File: config.mk
export PLATFORM = sky130hd
export DESIGN_NAME = pcint_irq_dispatch
export DESIGN_NICKNAME = d
export VERILOG_FILES = /design/src/rtl/pcint_pkg.sv /design/src/rtl/pcint_prio_enc.sv /design/src/rtl/pcint_irq_dispatch.sv
export SDC_FILE = /design/constraint.sdc
export NUM_CORES = 1
export LEC_CHECK = 0
export CORE_UTILIZATION = 45
export CTS_CLUSTER_DIAMETER = 120
export CTS_CLUSTER_SIZE = 16
export DETAILED_ROUTE_END_ITERATION = 10
export PLACE_DENSITY = 0.82
export SYNTH_ARGS = -nofsm -noshare
export SYNTH_HDL_FRONTEND = slang
export SYNTH_SLANG_ARGS = --single-unit
File: constraint.sdc
create_clock -name clk -period 2.1 [get_ports clk]
set_input_delay 0.63 -clock clk [delete_from_list [all_inputs] [get_ports clk]]
set_output_delay 0.63 -clock clk [all_outputs]
set_load 0.05 [all_outputs]
File: src/rtl/pcint_pkg.sv
// Shared types and constants for the pin-change interrupt dispatch path.
package pcint_pkg;

    typedef enum logic [1:0] {
        ST_IDLE    = 2'd0,
        ST_REQ     = 2'd1,
        ST_SERVICE = 2'd2
    } pcint_state_t;

    localparam int N_PCINT        = 3;
    localparam int PCINT_VEC_BASE = 3;

endpackage

File: src/rtl/pcint_prio_enc.sv
// Lowest-index-first priority encoder; purely combinational.
module pcint_prio_enc #(
    parameter int N_SRC = 3,
    parameter int IDX_W = (N_SRC > 1) ? $clog2(N_SRC) : 1
) (
    input  logic [N_SRC-1:0] i_req,
    output logic [IDX_W-1:0] o_idx,
    output logic             o_valid
);

    // Scan from the top down so the lowest set index is the last to win.
    always_comb begin
        o_idx   = '0;
        o_valid = 1'b0;
        for (int i = N_SRC - 1; i >= 0; i--) begin
            if (i_req[i]) begin
                o_idx   = IDX_W'(i);
                o_valid = 1'b1;
            end
        end
    end

endmodule

File: src/rtl/pcint_irq_dispatch.sv
// Latches pin-change flags into PCIFR and dispatches one fixed-priority
// interrupt at a time to the core through an ack/done handshake.
//
// state      | meaning
// -----------+-----------------------------------------------------------
// ST_IDLE    | no request outstanding; waits for gie && any pending flag
// ST_REQ     | irq asserted with frozen sel/vector; waits for ack
// ST_SERVICE | core is in the handler; no new request until irq_done
module pcint_irq_dispatch
    import pcint_pkg::*;
#(
    parameter int N_SRC    = N_PCINT,
    parameter int VEC_W    = 8,
    parameter int VEC_BASE = PCINT_VEC_BASE
) (
    input  logic             clk,
    input  logic             reset,
    input  logic [N_SRC-1:0] pcif,
    input  logic             gie,
    input  logic             clr_we,
    input  logic [N_SRC-1:0] clr_data,
    output logic             irq,
    output logic [VEC_W-1:0] irq_vec,
    input  logic             irq_ack,
    input  logic             irq_done,
    output logic [N_SRC-1:0] pcifr,
    output logic             busy
);

    localparam int IDX_W = (N_SRC > 1) ? $clog2(N_SRC) : 1;
    localparam logic [N_SRC-1:0] ONE_HOT0 = N_SRC'(1);

    if (VEC_BASE + N_SRC - 1 >= (1 << VEC_W)) begin : g_vec_range_chk
        $error("pcint_irq_dispatch: highest vector does not fit in VEC_W bits");
    end

    pcint_state_t     r_state;
    logic [IDX_W-1:0] r_sel;
    logic [N_SRC-1:0] r_pending;
    logic             r_irq;
    logic             r_busy;
    logic [VEC_W-1:0] r_vec;

    logic [IDX_W-1:0] w_idx;
    logic             w_any;
    logic             w_ack_take;
    logic [N_SRC-1:0] w_ack_clr;
    logic [N_SRC-1:0] w_w1c_clr;
    logic [N_SRC-1:0] w_pending_nxt;

    pcint_prio_enc #(
        .N_SRC (N_SRC),
        .IDX_W (IDX_W)
    ) u_prio_enc (
        .i_req   (r_pending),
        .o_idx   (w_idx),
        .o_valid (w_any)
    );

    assign w_ack_take = (r_state == ST_REQ) && irq_ack;
    assign w_ack_clr  = w_ack_take ? (ONE_HOT0 << r_sel) : '0;
    assign w_w1c_clr  = clr_we ? clr_data : '0;

    // A new event always wins over a same-cycle clear so it is never lost.
    assign w_pending_nxt = pcif | (r_pending & ~(w_w1c_clr | w_ack_clr));

    always_ff @(posedge clk) begin
        if (reset) begin
            r_pending <= '0;
        end else begin
            r_pending <= w_pending_nxt;
        end
    end

    always_ff @(posedge clk) begin
        if (reset) begin
            r_state <= ST_IDLE;
            r_sel   <= '0;
            r_irq   <= 1'b0;
            r_busy  <= 1'b0;
            r_vec   <= '0;
        end else begin
            case (r_state)
                ST_IDLE: begin
                    if (gie && w_any) begin
                        r_state <= ST_REQ;
                        r_sel   <= w_idx;
                        r_vec   <= VEC_W'(VEC_BASE) + VEC_W'(w_idx);
                        r_irq   <= 1'b1;
                        r_busy  <= 1'b1;
                    end
                end
                ST_REQ: begin
                    // Ack takes precedence over any withdraw condition.
                    if (irq_ack) begin
                        r_state <= ST_SERVICE;
                        r_irq   <= 1'b0;
                    end else if (!gie || !r_pending[r_sel]) begin
                        r_state <= ST_IDLE;
                        r_irq   <= 1'b0;
                        r_busy  <= 1'b0;
                    end
                end
                ST_SERVICE: begin
                    if (irq_done) begin
                        r_state <= ST_IDLE;
                        r_busy  <= 1'b0;
                    end
                end
                default: begin
                    r_state <= ST_IDLE;
                    r_irq   <= 1'b0;
                    r_busy  <= 1'b0;
                end
            endcase
        end
    end

    assign irq     = r_irq;
    assign irq_vec = r_vec;
    assign pcifr   = r_pending;
    assign busy    = r_busy;

endmodule

==> flow_summary.json <==
{
  "status": "finished clean",
  "fin_crit_ns": 1.72,
  "skew_ns": 0.00798,
  "port_buffers": 19,
  "min_path_type": "flip-flop to flip-flop",
  "rr_startpoint": "pcifr[1]",
  "cts-resized-gates": 0,
  "seqPwrFrac_pct": 44.1,
  "layout-drive-gt1-share_pct": 25.3,
  "most-common-layout-cells": "12 x dfxtp_1, 12 x buf_4, 11 x clkdlybuf4s50_1, 7 x nor2_1, 7 x inv_1",
  "synth_seq_cells": 12,
  "reg2reg_to": "irq_vec[1]",
  "grt_pass1_vias": 492,
  "ys_seq_area_share_pct": 36.7,
  "combPwrFrac_pct": 32.5,
  "grt_use_met3_pct": 3.33,
  "finalWorstSetupSlack_ns": 0.376,
  "pre_cts_ws_ns": 0.0934,
  "path_delay_family": "compound AO/OA/AOI/OAI gates",
  "cap_violations": 0,
  "h-tree-depth": 1,
  "grtUsageTotal_pct": 20.6,
  "routed_via_density": 5.28,
  "hold_depth": 2,
  "first_pass_iters": 4,
  "path_clk_slew_ns": 0.08,
  "root_buffer": "clkbuf_4",
  "n_fill_cell": 110,
  "grt_use_met2_pct": 33.9,
  "timing.hold.ws_ns": 0.472,
  "ys_types": 28,
  "die_w_um": 40.1,
  "crit_fanout": 4,
  "clock.fmax_mhz": 580,
  "grt_pass1_wl_um": 2130,
  "grt.busiest_layer": "met2",
  "period_share_pct": 82.1,
  "cp_data_required_time_ns": 2.30,
  "final_hold_viol_count": 0,
  "final.setup.tns_ns": 0,
  "cts_sinks": 12,
  "core-area_um2": 1330,
  "p_sw_uw": 213,
  "dr.first_iter.drc_count": 14,
  "critical_path_class": "input port to flip-flop",
  "clk-insertion-delay-late_ns": 0.27,
  "power_density_nw_per_um2": 688,
  "start_util_pct": 49.1,
  "slowest_stage": "clkdlybuf4s50_1",
  "cts_hold_buf": 0,
  "synth.avg_cell_area_um2": 9.22,
  "rows": 13,
  "met1_usage_pct": 24.7,
  "ir_drop_v": 0.000448,
  "power.internal_uw": 386,
  "setup_viol": 0,
  "path_buf_inv": 1,
  "slew_viol_final": 0,
  "crit_path_cell_trace": "clkdlybuf4s50_1 -> nand2b_4 -> a2111oi_4 -> a21oi_2 -> a211oi_2",
  "route.antenna.remaining_nets": 0,
  "syn_inst": 71,
  "syn_area_um2": 654,
  "antenna_cells": 0,
  "cts_tree": "yes",
  "antenna_found_initial": 0,
  "yosys_warnings": 0,
  "rsz0062_at_grt": "no",
  "grt_max_degree": 9,
  "hold_end": "irq",
  "critPathArrivalTime_ns": 1.92,
  "swShare_pct": 35.6,
  "drc": 0,
  "slowest_delay_ns": 0.50,
  "clk_path_buf_depth": 2,
  "dpl.hpwl_um": 999,
  "end_kind": "flip-flop",
  "postCtsSetupBuffers": 0,
  "area_growth_pct": 32.9,
  "via_count": 581,
  "ios": 25,
  "p_clk_share_pct": 23.4,
  "p_leak_uw": 0.000347,
  "regToRegSetupSlack_ns": 0.71,
  "grt.overflow.total": 0,
  "hp-start": "irq",
  "cp-start-kind": "input port",
  "dieArea_um2": 1610,
  "place_congestion": 0.732,
  "r2r_cells": 3,
  "die_h_um": 40.1,
  "routed_wl_um": 1400,
  "power.total_uw": 599,
  "routedWlPerCell_um": 12.8,
  "numCtsBuffers": 3,
  "final_nets": 110
}
-- cells by family (layout without fill, tap and decap cells) --
logic type                 Yosys count  count (layout)  share of synthesized area (%)
and+or+nand+nor                     23              23                           22.2
other                                1               5                          0.573
muxes                                4               4                           6.31
buffers and inverters               13              33                           10.3
AOI/OAI and AO/OA                   17              17                           22.0
DFF                                 12              12                           36.7
adders and majority gates            1               1                           1.91
-- power groups by stage --
stage	clock network, uW	logic (uW)	registers [uW]
finish	140	195	264
global placement	0	192	267
global route	146	209	266
CTS	138	196	263
detailed placement	0	194	268
floorplan	0	87.9	315
-- area by class of cell --
type | count | area [um^2] | area share, %
timing repair buffer | 23 | 200 | 23.0
tap | 15 | 18.8 | 2.16
clock buffer | 3 | 22.5 | 2.59
sequential | 12 | 240 | 27.6
inverter | 7 | 26.3 | 3.02
multi-input combinational | 50 | 362 | 41.6
-- stage by stage --
step                instances  instance area (um^2)  utilization (%)
finish                    110                   870             65.2
global route              110                   870             65.2
CTS                       110                   870             65.2
detailed placement        107                   847             63.5
global placement          107                   847             63.5
floorplan                  75                   669                -
-- flip-flops by register name (all words and copies together), names as in the netlist --
register / count
busy: 1
r_sel: 2
irq_vec: 3
r_state: 2
irq: 1
pcifr: 3
-- metal layers --
layer	vias up	wire length (um)
li1	287	-
met1	272	619
met2	17	686
met3	5	64
met4	0	34
met5	-	0
-- cell usage after synthesis --
library cell   n  share of area (%)
a2111oi_4      1                4.2
a211oi_2       1                1.9
nor2_1         7                4.0
a21oi_1        5                3.8
a31oi_1        1               0.96
nor2b_1        1               0.96
buf_4          5                5.7
dfxtp_1       12                 37
nand2_1        5                2.9
mux2_2         1                1.7
nand3b_1       1                1.1
ha_1           1                1.9
nand2b_1       2                1.9
o21ai_0        1               0.76
a21oi_2        1                1.3
a211o_2        1                1.5
nor3_2         1                1.5
nor3_4         1                2.5
or2b_1         1                1.1
or3_1          2                1.9
clkbuf_1       1               0.57
conb_1         1               0.57
mux2i_1        3                4.6
nand2b_4       2                4.2
o311ai_0       2                2.7
inv_1          7                4.0
a221oi_1       1                1.3
a211oi_1       3                3.4
-- how the worst max path moves through the flow --
stage	startpoint	endpoint	slack (ns)	depth (start not counted)
after floorplan	pcifr[1]	r_sel[0]	0.44	4
after global placement	gie	irq	0.13	5
after detailed placement	gie	irq	0.09	5
after CTS	gie	irq	0.37	5
after global routing	gie	irq_vec[1]	0.29	6
final	gie	irq	0.38	5
-- tightest hold or removal path: stages (launching register included) --
cell      delay [ns]
dfxtp_1         0.31
inv_1           0.06
a211oi_2        0.05
(Power assumes the default switching activity.)
